===== config.mk =====
export PLATFORM = sky130hd
export DESIGN_NAME = fb_axi_reg_slave_flat
export DESIGN_NICKNAME = d
export VERILOG_FILES = /design/src/rtl/fb_axi_pkg.sv /design/src/rtl/fb_axi_reg_slave_if.sv /design/src/rtl/fb_axi_reg_addr_dec.sv /design/src/rtl/fb_axi_reg_slave.sv /design/src/flat_wrapper.sv
export SDC_FILE = /design/constraint.sdc
export NUM_CORES = 1
export LEC_CHECK = 0
export BUFFER_PORTS_ARGS = -buffer_cell sky130_fd_sc_hd__buf_4
export CAP_MARGIN = 30
export CORE_AREA = 2 2 490 492
export CTS_CLUSTER_SIZE = 30
export DETAILED_ROUTE_END_ITERATION = 10
export DIE_AREA = 0 0 492 494
export MAX_ROUTING_LAYER = met4
export PLACE_DENSITY_LB_ADDON = 0.25
export REMOVE_ABC_BUFFERS = 1
export SLEW_MARGIN = 20
export SYNTH_ARGS = -nofsm -noshare
export SYNTH_HDL_FRONTEND = slang
export SYNTH_HIERARCHICAL = 1
export SYNTH_SLANG_ARGS = --single-unit
export TNS_END_PERCENT = 100

===== constraint.sdc =====
create_clock -name clk -period 5.06 [get_ports clk]
set_input_delay 0.759 -clock clk [delete_from_list [all_inputs] [get_ports clk]]
set_output_delay 0.759 -clock clk [all_outputs]
set_load 0.05 [all_outputs]

===== src/rtl/fb_axi_pkg.sv =====
// Shared types for the firebridge host register responder.
package fb_axi_pkg;

  typedef enum logic [1:0] {
    OKAY   = 2'b00,
    EXOKAY = 2'b01,
    SLVERR = 2'b10,
    DECERR = 2'b11
  } resp_t;

  typedef enum logic [1:0] {
    FIXED = 2'b00,
    INCR  = 2'b01,
    WRAP  = 2'b10
  } burst_t;

  typedef enum logic [1:0] {W_IDLE, W_DATA, W_RESP} wstate_t;
  typedef enum logic       {R_IDLE, R_DATA}         rstate_t;

  // Only full 32-bit beats map onto registers.
  localparam logic [2:0] SIZE_4B = 3'd2;

endpackage


===== src/rtl/fb_axi_reg_slave_if.sv =====
// AXI4 bus bundle between the host initiator and the register responder.
interface fb_axi_reg_slave_if #(
  parameter int ID_WIDTH   = 6,
  parameter int ADDR_WIDTH = 40
);
  logic [ID_WIDTH-1:0]   awid;
  logic [ADDR_WIDTH-1:0] awaddr;
  logic [7:0]            awlen;
  logic [2:0]            awsize;
  logic [1:0]            awburst;
  logic                  awlock;
  logic [3:0]            awcache;
  logic [2:0]            awprot;
  logic                  awvalid;
  logic                  awready;

  logic [31:0]           wdata;
  logic [3:0]            wstrb;
  logic                  wlast;
  logic                  wvalid;
  logic                  wready;

  logic [ID_WIDTH-1:0]   bid;
  logic [1:0]            bresp;
  logic                  bvalid;
  logic                  bready;

  logic [ID_WIDTH-1:0]   arid;
  logic [ADDR_WIDTH-1:0] araddr;
  logic [7:0]            arlen;
  logic [2:0]            arsize;
  logic [1:0]            arburst;
  logic                  arlock;
  logic [3:0]            arcache;
  logic [2:0]            arprot;
  logic                  arvalid;
  logic                  arready;

  logic [ID_WIDTH-1:0]   rid;
  logic [31:0]           rdata;
  logic [1:0]            rresp;
  logic                  rlast;
  logic                  rvalid;
  logic                  rready;

  modport master (
    output awid, awaddr, awlen, awsize, awburst, awlock, awcache, awprot, awvalid,
    input  awready,
    output wdata, wstrb, wlast, wvalid,
    input  wready,
    input  bid, bresp, bvalid,
    output bready,
    output arid, araddr, arlen, arsize, arburst, arlock, arcache, arprot, arvalid,
    input  arready,
    input  rid, rdata, rresp, rlast, rvalid,
    output rready
  );

  modport slave (
    input  awid, awaddr, awlen, awsize, awburst, awlock, awcache, awprot, awvalid,
    output awready,
    input  wdata, wstrb, wlast, wvalid,
    output wready,
    output bid, bresp, bvalid,
    input  bready,
    input  arid, araddr, arlen, arsize, arburst, arlock, arcache, arprot, arvalid,
    output arready,
    output rid, rdata, rresp, rlast, rvalid,
    input  rready
  );
endinterface


===== src/rtl/fb_axi_reg_addr_dec.sv =====
// Maps a burst address plus beat number onto a register index and flags
// whether that beat may touch the register bank.
module fb_axi_reg_addr_dec
  import fb_axi_pkg::*;
#(
  parameter int                    ADDR_WIDTH = 40,
  parameter int                    N_REGS     = 16,
  parameter int                    IDX_W      = 4,
  parameter logic [ADDR_WIDTH-1:0] BASE_ADDR  = 40'hA000_0000,
  parameter logic [N_REGS-1:0]     RO_MASK    = '0
) (
  input  logic [ADDR_WIDTH-1:0] addr,
  input  logic [7:0]            beat,
  input  logic [2:0]            size,
  input  logic [1:0]            burst,
  output logic [IDX_W-1:0]      idx,
  output logic                  in_range,
  output logic                  ro
);
  logic [ADDR_WIDTH-1:0] offset;
  logic [ADDR_WIDTH-1:0] word;

  // Full-width word arithmetic so a burst running off the bank never wraps
  // back onto a low register.
  always_comb begin
    offset   = addr - BASE_ADDR;
    word     = (offset >> 2) + ADDR_WIDTH'(beat);
    idx      = word[IDX_W-1:0];
    in_range = (addr >= BASE_ADDR) && (word < ADDR_WIDTH'(N_REGS)) &&
               (size == SIZE_4B) && (burst == INCR);
    ro       = in_range && RO_MASK[idx];
  end
endmodule


===== src/rtl/fb_axi_reg_slave.sv =====
// AXI4 responder for the firebridge host register path: independent write
// (AW/W/B) and read (AR/R) engines over a bank of 32-bit registers.
module fb_axi_reg_slave
  import fb_axi_pkg::*;
#(
  parameter int                    DATA_WIDTH = 32,
  parameter int                    ADDR_WIDTH = 40,
  parameter int                    ID_WIDTH   = 6,
  parameter int                    N_REGS     = 16,
  parameter logic [ADDR_WIDTH-1:0] BASE_ADDR  = 40'hA000_0000,
  parameter logic [N_REGS-1:0]     RO_MASK    = '0
) (
  input  logic                   clk,
  input  logic                   rstn,
  fb_axi_reg_slave_if.slave      s_axi,
  output logic [N_REGS*32-1:0]   reg_q,
  output logic [N_REGS-1:0]      reg_wr_pulse,
  input  logic [N_REGS*32-1:0]   status_d
);
  localparam int IDX_W = (N_REGS > 1) ? $clog2(N_REGS) : 1;

  if (DATA_WIDTH != 32) begin : g_bad_width
    $error("fb_axi_reg_slave supports only DATA_WIDTH = 32");
  end

  logic [N_REGS-1:0][31:0] reg_mem;
  logic [N_REGS-1:0][31:0] status_arr;
  assign reg_q      = reg_mem;
  assign status_arr = status_d;

  // Lock/cache/prot carry no meaning for a register bank.
  logic unused_sideband;
  assign unused_sideband = ^{s_axi.awlock, s_axi.awcache, s_axi.awprot,
                             s_axi.arlock, s_axi.arcache, s_axi.arprot};

  // ---------------- write channel ----------------
  wstate_t               w_state, w_state_nxt;
  logic [ID_WIDTH-1:0]   aw_id_q;
  logic [ADDR_WIDTH-1:0] aw_addr_q;
  logic [7:0]            aw_len_q, w_beat_q;
  logic [2:0]            aw_size_q;
  logic [1:0]            aw_burst_q;
  logic                  w_err_q;
  logic [IDX_W-1:0]      w_idx;
  logic                  w_in_range, w_ro, w_ok;
  logic                  aw_fire, w_fire, w_last_beat;

  fb_axi_reg_addr_dec #(
    .ADDR_WIDTH(ADDR_WIDTH), .N_REGS(N_REGS), .IDX_W(IDX_W),
    .BASE_ADDR(BASE_ADDR), .RO_MASK(RO_MASK)
  ) u_wdec (
    .addr(aw_addr_q), .beat(w_beat_q), .size(aw_size_q), .burst(aw_burst_q),
    .idx(w_idx), .in_range(w_in_range), .ro(w_ro)
  );

  assign aw_fire     = s_axi.awvalid && s_axi.awready;
  assign w_fire      = s_axi.wvalid && s_axi.wready;
  assign w_last_beat = (w_beat_q == aw_len_q);
  assign w_ok        = w_in_range && !w_ro;
  assign s_axi.bid   = aw_id_q;
  assign s_axi.bresp = (w_state == W_RESP && w_err_q) ? SLVERR : OKAY;

  // Write FSM state register.
  // NOTE: clocked state uses non-blocking assignments so every flop samples
  // pre-edge values regardless of process ordering.
  always_ff @(posedge clk or negedge rstn) begin
    if (!rstn) w_state <= W_IDLE;
    else       w_state <= w_state_nxt;
  end

  // Write FSM next state and handshake outputs.
  // NOTE: every output gets a default first, so no path leaves one unassigned
  // and no latch is inferred.
  always_comb begin
    w_state_nxt   = w_state;
    s_axi.awready = 1'b0;
    s_axi.wready  = 1'b0;
    s_axi.bvalid  = 1'b0;
    unique case (w_state)
      W_IDLE: begin
        s_axi.awready = 1'b1;
        if (s_axi.awvalid) w_state_nxt = W_DATA;
      end
      W_DATA: begin
        s_axi.wready = 1'b1;
        if (s_axi.wvalid && w_last_beat) w_state_nxt = W_RESP;
      end
      W_RESP: begin
        s_axi.bvalid = 1'b1;
        if (s_axi.bready) w_state_nxt = W_IDLE;
      end
      default: w_state_nxt = W_IDLE;
    endcase
  end

  // Write burst context: captured on AW, advanced per beat, error is sticky.
  always_ff @(posedge clk or negedge rstn) begin
    if (!rstn) begin
      aw_id_q    <= '0;
      aw_addr_q  <= '0;
      aw_len_q   <= '0;
      aw_size_q  <= '0;
      aw_burst_q <= '0;
      w_beat_q   <= '0;
      w_err_q    <= 1'b0;
    end else if (aw_fire) begin
      aw_id_q    <= s_axi.awid;
      aw_addr_q  <= s_axi.awaddr;
      aw_len_q   <= s_axi.awlen;
      aw_size_q  <= s_axi.awsize;
      aw_burst_q <= s_axi.awburst;
      w_beat_q   <= '0;
      w_err_q    <= 1'b0;
    end else if (w_fire) begin
      w_beat_q <= w_beat_q + 8'd1;
      w_err_q  <= w_err_q | !w_ok | (s_axi.wlast != w_last_beat);
    end
  end

  // Register bank: byte-strobed commit with a pulse aligned to the update.
  // NOTE: the bank is a set of software-visible registers with a defined
  // reset value, so it is reset like any flop rather than left as RAM.
  always_ff @(posedge clk or negedge rstn) begin
    if (!rstn) begin
      reg_mem      <= '0;
      reg_wr_pulse <= '0;
    end else begin
      reg_wr_pulse <= '0;
      if (w_fire && w_ok) begin
        reg_wr_pulse[w_idx] <= 1'b1;
        for (int b = 0; b < 4; b++) begin
          if (s_axi.wstrb[b]) reg_mem[w_idx][8*b +: 8] <= s_axi.wdata[8*b +: 8];
        end
      end
    end
  end

  // ---------------- read channel ----------------
  rstate_t               r_state, r_state_nxt;
  logic [ID_WIDTH-1:0]   ar_id_q;
  logic [ADDR_WIDTH-1:0] ar_addr_q, rd_addr;
  logic [7:0]            ar_len_q, r_beat_q, rd_beat, rd_len;
  logic [2:0]            ar_size_q, rd_size;
  logic [1:0]            ar_burst_q, rd_burst;
  logic [31:0]           r_data_q;
  logic [1:0]            r_resp_q;
  logic                  r_last_q, r_load, ar_fire;
  logic [IDX_W-1:0]      r_idx;
  logic                  r_in_range, r_ro;

  fb_axi_reg_addr_dec #(
    .ADDR_WIDTH(ADDR_WIDTH), .N_REGS(N_REGS), .IDX_W(IDX_W),
    .BASE_ADDR(BASE_ADDR), .RO_MASK(RO_MASK)
  ) u_rdec (
    .addr(rd_addr), .beat(rd_beat), .size(rd_size), .burst(rd_burst),
    .idx(r_idx), .in_range(r_in_range), .ro(r_ro)
  );

  assign ar_fire     = s_axi.arvalid && s_axi.arready;
  assign s_axi.rid   = ar_id_q;
  assign s_axi.rdata = r_data_q;
  assign s_axi.rresp = r_resp_q;
  assign s_axi.rlast = r_last_q;

  // Read FSM state register.
  always_ff @(posedge clk or negedge rstn) begin
    if (!rstn) r_state <= R_IDLE;
    else       r_state <= r_state_nxt;
  end

  // Read FSM next state, handshakes and beat-load strobe.
  always_comb begin
    r_state_nxt   = r_state;
    s_axi.arready = 1'b0;
    s_axi.rvalid  = 1'b0;
    r_load        = 1'b0;
    unique case (r_state)
      R_IDLE: begin
        s_axi.arready = 1'b1;
        if (s_axi.arvalid) begin
          r_load      = 1'b1;
          r_state_nxt = R_DATA;
        end
      end
      R_DATA: begin
        s_axi.rvalid = 1'b1;
        if (s_axi.rready) begin
          if (r_last_q) r_state_nxt = R_IDLE;
          else          r_load      = 1'b1;
        end
      end
      default: r_state_nxt = R_IDLE;
    endcase
  end

  // The first beat decodes straight off AR; later beats off the captured burst.
  always_comb begin
    if (r_state == R_IDLE) begin
      rd_addr  = s_axi.araddr;
      rd_beat  = 8'd0;
      rd_len   = s_axi.arlen;
      rd_size  = s_axi.arsize;
      rd_burst = s_axi.arburst;
    end else begin
      rd_addr  = ar_addr_q;
      rd_beat  = r_beat_q + 8'd1;
      rd_len   = ar_len_q;
      rd_size  = ar_size_q;
      rd_burst = ar_burst_q;
    end
  end

  // Read burst context and the registered R beat, held until accepted.
  always_ff @(posedge clk or negedge rstn) begin
    if (!rstn) begin
      ar_id_q    <= '0;
      ar_addr_q  <= '0;
      ar_len_q   <= '0;
      ar_size_q  <= '0;
      ar_burst_q <= '0;
      r_beat_q   <= '0;
      r_data_q   <= '0;
      r_resp_q   <= OKAY;
      r_last_q   <= 1'b0;
    end else begin
      if (ar_fire) begin
        ar_id_q    <= s_axi.arid;
        ar_addr_q  <= s_axi.araddr;
        ar_len_q   <= s_axi.arlen;
        ar_size_q  <= s_axi.arsize;
        ar_burst_q <= s_axi.arburst;
      end
      if (r_load) begin
        r_beat_q <= rd_beat;
        r_data_q <= !r_in_range ? 32'd0 : (r_ro ? status_arr[r_idx] : reg_mem[r_idx]);
        r_resp_q <= r_in_range ? OKAY : SLVERR;
        r_last_q <= (rd_beat == rd_len);
      end
    end
  end
endmodule


===== src/flat_wrapper.sv =====
// flat-port wrapper written by rule: the top's interface ports become plain ports
module fb_axi_reg_slave_flat import fb_axi_pkg::*;
#(
  parameter int                    DATA_WIDTH = 32,
  parameter int                    ADDR_WIDTH = 40,
  parameter int                    ID_WIDTH   = 6,
  parameter int                    N_REGS     = 16,
  parameter logic [ADDR_WIDTH-1:0] BASE_ADDR  = 40'hA000_0000,
  parameter logic [N_REGS-1:0]     RO_MASK    = '0
)
  (clk, rstn, reg_q, reg_wr_pulse, status_d, s_axi_awid, s_axi_awaddr, s_axi_awlen, s_axi_awsize, s_axi_awburst, s_axi_awlock, s_axi_awcache, s_axi_awprot, s_axi_awvalid, s_axi_awready, s_axi_wdata, s_axi_wstrb, s_axi_wlast, s_axi_wvalid, s_axi_wready, s_axi_bid, s_axi_bresp, s_axi_bvalid, s_axi_bready, s_axi_arid, s_axi_araddr, s_axi_arlen, s_axi_arsize, s_axi_arburst, s_axi_arlock, s_axi_arcache, s_axi_arprot, s_axi_arvalid, s_axi_arready, s_axi_rid, s_axi_rdata, s_axi_rresp, s_axi_rlast, s_axi_rvalid, s_axi_rready);
  fb_axi_reg_slave_if #(.ID_WIDTH(ID_WIDTH), .ADDR_WIDTH(ADDR_WIDTH)) s_axi_i ();
  input  logic clk;
  input  logic rstn;
  output logic [N_REGS*32-1:0] reg_q;
  output logic [N_REGS-1:0] reg_wr_pulse;
  input  logic [N_REGS*32-1:0] status_d;
  input wire logic [$bits(s_axi_i.awid)-1:0] s_axi_awid;
  input wire logic [$bits(s_axi_i.awaddr)-1:0] s_axi_awaddr;
  input wire logic [$bits(s_axi_i.awlen)-1:0] s_axi_awlen;
  input wire logic [$bits(s_axi_i.awsize)-1:0] s_axi_awsize;
  input wire logic [$bits(s_axi_i.awburst)-1:0] s_axi_awburst;
  input wire logic [$bits(s_axi_i.awlock)-1:0] s_axi_awlock;
  input wire logic [$bits(s_axi_i.awcache)-1:0] s_axi_awcache;
  input wire logic [$bits(s_axi_i.awprot)-1:0] s_axi_awprot;
  input wire logic [$bits(s_axi_i.awvalid)-1:0] s_axi_awvalid;
  output wire logic [$bits(s_axi_i.awready)-1:0] s_axi_awready;
  input wire logic [$bits(s_axi_i.wdata)-1:0] s_axi_wdata;
  input wire logic [$bits(s_axi_i.wstrb)-1:0] s_axi_wstrb;
  input wire logic [$bits(s_axi_i.wlast)-1:0] s_axi_wlast;
  input wire logic [$bits(s_axi_i.wvalid)-1:0] s_axi_wvalid;
  output wire logic [$bits(s_axi_i.wready)-1:0] s_axi_wready;
  output wire logic [$bits(s_axi_i.bid)-1:0] s_axi_bid;
  output wire logic [$bits(s_axi_i.bresp)-1:0] s_axi_bresp;
  output wire logic [$bits(s_axi_i.bvalid)-1:0] s_axi_bvalid;
  input wire logic [$bits(s_axi_i.bready)-1:0] s_axi_bready;
  input wire logic [$bits(s_axi_i.arid)-1:0] s_axi_arid;
  input wire logic [$bits(s_axi_i.araddr)-1:0] s_axi_araddr;
  input wire logic [$bits(s_axi_i.arlen)-1:0] s_axi_arlen;
  input wire logic [$bits(s_axi_i.arsize)-1:0] s_axi_arsize;
  input wire logic [$bits(s_axi_i.arburst)-1:0] s_axi_arburst;
  input wire logic [$bits(s_axi_i.arlock)-1:0] s_axi_arlock;
  input wire logic [$bits(s_axi_i.arcache)-1:0] s_axi_arcache;
  input wire logic [$bits(s_axi_i.arprot)-1:0] s_axi_arprot;
  input wire logic [$bits(s_axi_i.arvalid)-1:0] s_axi_arvalid;
  output wire logic [$bits(s_axi_i.arready)-1:0] s_axi_arready;
  output wire logic [$bits(s_axi_i.rid)-1:0] s_axi_rid;
  output wire logic [$bits(s_axi_i.rdata)-1:0] s_axi_rdata;
  output wire logic [$bits(s_axi_i.rresp)-1:0] s_axi_rresp;
  output wire logic [$bits(s_axi_i.rlast)-1:0] s_axi_rlast;
  output wire logic [$bits(s_axi_i.rvalid)-1:0] s_axi_rvalid;
  input wire logic [$bits(s_axi_i.rready)-1:0] s_axi_rready;
  assign s_axi_i.awid = s_axi_awid;
  assign s_axi_i.awaddr = s_axi_awaddr;
  assign s_axi_i.awlen = s_axi_awlen;
  assign s_axi_i.awsize = s_axi_awsize;
  assign s_axi_i.awburst = s_axi_awburst;
  assign s_axi_i.awlock = s_axi_awlock;
  assign s_axi_i.awcache = s_axi_awcache;
  assign s_axi_i.awprot = s_axi_awprot;
  assign s_axi_i.awvalid = s_axi_awvalid;
  assign s_axi_awready = s_axi_i.awready;
  assign s_axi_i.wdata = s_axi_wdata;
  assign s_axi_i.wstrb = s_axi_wstrb;
  assign s_axi_i.wlast = s_axi_wlast;
  assign s_axi_i.wvalid = s_axi_wvalid;
  assign s_axi_wready = s_axi_i.wready;
  assign s_axi_bid = s_axi_i.bid;
  assign s_axi_bresp = s_axi_i.bresp;
  assign s_axi_bvalid = s_axi_i.bvalid;
  assign s_axi_i.bready = s_axi_bready;
  assign s_axi_i.arid = s_axi_arid;
  assign s_axi_i.araddr = s_axi_araddr;
  assign s_axi_i.arlen = s_axi_arlen;
  assign s_axi_i.arsize = s_axi_arsize;
  assign s_axi_i.arburst = s_axi_arburst;
  assign s_axi_i.arlock = s_axi_arlock;
  assign s_axi_i.arcache = s_axi_arcache;
  assign s_axi_i.arprot = s_axi_arprot;
  assign s_axi_i.arvalid = s_axi_arvalid;
  assign s_axi_arready = s_axi_i.arready;
  assign s_axi_rid = s_axi_i.rid;
  assign s_axi_rdata = s_axi_i.rdata;
  assign s_axi_rresp = s_axi_i.rresp;
  assign s_axi_rlast = s_axi_i.rlast;
  assign s_axi_rvalid = s_axi_i.rvalid;
  assign s_axi_i.rready = s_axi_rready;
  fb_axi_reg_slave #(.DATA_WIDTH(DATA_WIDTH), .ADDR_WIDTH(ADDR_WIDTH), .ID_WIDTH(ID_WIDTH), .N_REGS(N_REGS), .BASE_ADDR(BASE_ADDR), .RO_MASK(RO_MASK)) u_core (.clk(clk), .rstn(rstn), .s_axi(s_axi_i), .reg_q(reg_q), .reg_wr_pulse(reg_wr_pulse), .status_d(status_d));
endmodule

==> metrics.txt <==
# TYPE chip_impl_metric gauge
chip_impl_info{name="outcome",value="finished, final reports clean"} 1
chip_impl_metric{name="number_of_antenna_violating_nets_in_the_routed_design",unit=""} 0
chip_impl_metric{name="finalSetupViolCount",unit=""} 0
chip_impl_metric{name="arrival",unit="ps"} 5360
chip_impl_info{name="crit_type",value="reg2reg"} 1
chip_impl_info{name="timing.critical_path.slowest_stage_cell",value="dfrtp_1"} 1
chip_impl_info{name="holdCritPathClass",value="in2async"} 1
chip_impl_info{name="tritoncts",value="done"} 1
chip_impl_metric{name="post-dp-hpwl",unit="µm"} 188000
chip_impl_metric{name="starting_density_of_the_core",unit="%"} 16.8
chip_impl_metric{name="tightest_slew",unit="ps"} 946
chip_impl_metric{name="internal_power",unit="mW"} 20.1
chip_impl_metric{name="drv.max_cap_violation_count",unit=""} 0
chip_impl_metric{name="crit_buf_inv",unit=""} 4
chip_impl_metric{name="yosysWarnings",unit=""} 6
chip_impl_metric{name="vias",unit=""} 32900
chip_impl_metric{name="clk_sinks",unit=""} 696
chip_impl_metric{name="layout_min_cycle_time",unit="ps"} 4790
chip_impl_metric{name="clk_pin_slew_worst_paths",unit="ps"} 60
chip_impl_metric{name="via_count_of_the_first_global_routing_pass",unit=""} 33900
chip_impl_info{name="ctsRootBufferMaster",value="clkbuf_16"} 1
chip_impl_metric{name="finish.net_count",unit=""} 5094
chip_impl_metric{name="drt_drc_violations_left",unit=""} 0
chip_impl_metric{name="pwr-share-comb",unit="%"} 67.0
chip_impl_info{name="timing.critical_path.to_type",value="flop"} 1
chip_impl_metric{name="dieWidth",unit="µm"} 492
chip_impl_info{name="start_kind",value="flop"} 1
chip_impl_metric{name="synthesized_cell_area",unit="mm²"} 0.0399
chip_impl_metric{name="die_area",unit="mm²"} 0.243
chip_impl_metric{name="routed_wirelength",unit="µm"} 234000
chip_impl_metric{name="die_boundary_height",unit="µm"} 494
chip_impl_metric{name="power_per_cell_area",unit="mW/mm²"} 709
chip_impl_metric{name="static_leakage",unit="nW"} 27.7
chip_impl_metric{name="top_level_ports",unit=""} 1272
chip_impl_metric{name="grt_antenna_before_repair",unit=""} 59
chip_impl_metric{name="timing.slew.headroom",unit="%"} 36.9
chip_impl_metric{name="switching_power",unit="mW"} 20.6
chip_impl_metric{name="clock_power_share",unit="%"} 16.8
chip_impl_metric{name="power.share.sequential",unit="%"} 16.1
chip_impl_metric{name="cts_hold_buf",unit=""} 0
chip_impl_metric{name="critPathMaxFanout",unit=""} 8
chip_impl_metric{name="max-vdd-ir-drop",unit="V"} 0.00117
chip_impl_metric{name="clkLatencyLatePin",unit="ps"} 730
chip_impl_metric{name="clk_skew",unit="ps"} 44.9
chip_impl_metric{name="wire_per_inst",unit="µm"} 30.6
chip_impl_metric{name="core",unit="mm²"} 0.237
chip_impl_info{name="setup_repair_after_global_routing_missed_its_margin",value="false"} 1
chip_impl_info{name="timing.critical_path.mode_cell",value="buf_4"} 1
chip_impl_metric{name="fp-row-count",unit=""} 179
chip_impl_info{name="path_delay_family",value="simple AND/OR/NAND/NOR gates"} 1
chip_impl_metric{name="gpl.final_weighted_congestion",unit=""} 0.887
chip_impl_metric{name="drt_iter0_drc",unit=""} 2300
chip_impl_metric{name="placement.io_buffers",unit=""} 1249
chip_impl_metric{name="detailedRoute.firstPassIterationCount",unit=""} 7
chip_impl_metric{name="cts-buffers-inserted",unit=""} 92
chip_impl_metric{name="num-fill-cells",unit=""} 25300
chip_impl_metric{name="share_of_the_clock_period_used_by_the_worst_path",unit="%"} 94.6
chip_impl_metric{name="required",unit="ps"} 5640
chip_impl_metric{name="grt_remaining_overflow",unit=""} 0
chip_impl_metric{name="final-hold-violation-count",unit=""} 0
chip_impl_metric{name="switching_share_of_power",unit="%"} 50.7
chip_impl_metric{name="number_of_h_tree_levels",unit=""} 3
chip_impl_metric{name="maxSlewViolCount",unit=""} 0
chip_impl_metric{name="maxClockFrequency",unit="MHz"} 209
chip_impl_metric{name="holdWs",unit="ps"} 74.6
chip_impl_metric{name="cts_max_path_buffers",unit=""} 3
chip_impl_metric{name="grt_first_pass_wirelength",unit="µm"} 310000
chip_impl_metric{name="gate_count_post_synth",unit=""} 3070
chip_impl_metric{name="track_usage",unit="%"} 19.1
chip_impl_metric{name="postLayoutCoreUtil",unit="%"} 24.2
chip_impl_metric{name="synthesis.area_per_instance",unit="µm²"} 13.0
chip_impl_metric{name="grt_max_degree",unit=""} 133
chip_impl_metric{name="vias_per_cell",unit=""} 4.31
chip_impl_metric{name="worst_path_largest_cell_delay",unit="ps"} 480
chip_impl_metric{name="layout_overhead_on_the_synthesized_area",unit="%"} 43.8
chip_impl_metric{name="layout-drive-gt1-share",unit="%"} 55.3
chip_impl_info{name="crit_path_cell_trace",value="ha_1 > inv_1 > fa_1 > nor2b_1 > o2111ai_1 > and3_2 > nor4_2 > buf_4 > a31oi_1 > nor3_1 > o21ai_0 > nor4_2 > nand2b_2 > buf_4 > nor3_4 > buf_4 > nand2_8 > nor2_8 > mux2_4"} 1
[registers in the layout, summed over array words and instances (netlist names), 3 cells and up]
signal               flops
u_core/reg_q           512
u_core/ar_size_q         3
u_core/aw_addr_q        38
u_core/aw_size_q         3
u_core/ar_addr_q        38
u_core/s_axi.rdata      32
u_core/s_axi.bid         6
u_core/reg_wr_pulse     16
u_core/aw_len_q          8
u_core/w_beat_q          8
u_core/r_beat_q          8
u_core/s_axi.rid         6
u_core/ar_len_q          8
[cell type report]
type                            instances  area [µm²]  area share [%]
Multi-Input combinational cell       2134       21600            37.6
Sequential cell                       696       17400            30.4
Timing Repair Buffer                 1429       11100            19.4
Tap cell                             3167        3960            6.91
Clock buffer                          133        2670            4.65
Clock inverter                         32         449           0.783
Inverter                               27         111           0.194
Antenna cell                           25        62.6           0.109
[metrics by stage]
| step | setup TNS (ps) | instances | worst slack (ps) | power (mW) | cell area, µm² |
|---|---|---|---|---|---|
| 6_report | 0 | 7643 | 273 | 40.7 | 57400 |
| 5_1_grt | 0 | 7638 | 0.986 | 42.7 | 57400 |
| 4_1_cts | 0 | 7613 | 122 | 41.0 | 57200 |
| 2_1_floorplan | -783720 | 2857 | -24550 | 15.4 | 38900 |
| 3_5_place_dp | 0 | 7448 | 168 | 33.9 | 54100 |
| 3_3_place_gp | 0 | 7444 | 176 | 33.9 | 54100 |
[power groups by stage]
stage	Combinational (mW)	Clock, mW	Sequential, mW
floorplan	8.72	0	6.69
global placement	27.2	0	6.64
detailed placement	27.3	0	6.66
CTS	27.4	7.08	6.56
global route	28.8	7.27	6.64
finish	27.3	6.85	6.56
[layer usage]
metal,vias to the layer above,wire length [µm],GRT usage [%]
met4,0,6320,4.96
met2,1290,112000,31.0
met5,-,0,-
li1,14200,-,-
met3,232,16300,4.60
met1,17100,98700,23.6
[path summary, 6_finish.rpt]
check	to	from	depth (start not counted)	slack, ps
worst max-delay path	u_core/reg_q[233]	u_core/w_beat_q[0]	19	270
worst min-delay path	u_core/reg_q[2]	rstn	1	70
worst max register to register	u_core/reg_q[233]	u_core/w_beat_q[0]	19	270
worst min register to register	u_core/ar_addr_q[27]	u_core/ar_addr_q[27]	2	470
max in group asynchronous	u_core/reg_q[155]	rstn	2	3590
min in group clk	u_core/s_axi.rid[1]	s_axi_arid[1]	3	210
[timing repair]
item	4_1_cts	5_1_grt
endpoints found under the setup margin	0	322
resized for setup	0	11
hold endpoints to repair	0	0
buffers inserted	0	5
[cells in the final DEF, fill, tap and decap left out, types with 10 or more instances in the layout]
cell type	instances
o21ai_0	40
and3_1	13
a31oi_1	12
clkbuf_1	22
nor2_8	32
xnor2_1	42
a221oi_1	55
o22ai_1	10
clkbuf_8	17
buf_12	33
nand3_1	26
nor2b_1	11
diode_2	25
nor4_1	11
a22oi_1	28
nand2_1	268
a32o_1	26
mux4_2	158
and2_1	12
o22a_1	28
nor2_1	75
buf_4	1393
ha_1	21
a21oi_1	58
mux2_2	355
nor3_1	21
nand2b_1	10
clkbuf_16	94
inv_1	25
nand4_1	43
nor2_2	16
xor2_1	21
a21o_1	12
mux2i_1	255
dfrtp_1	695
mux2_4	257
o21ai_1	32
Note: power is estimated with default switching activity, not from simulation.
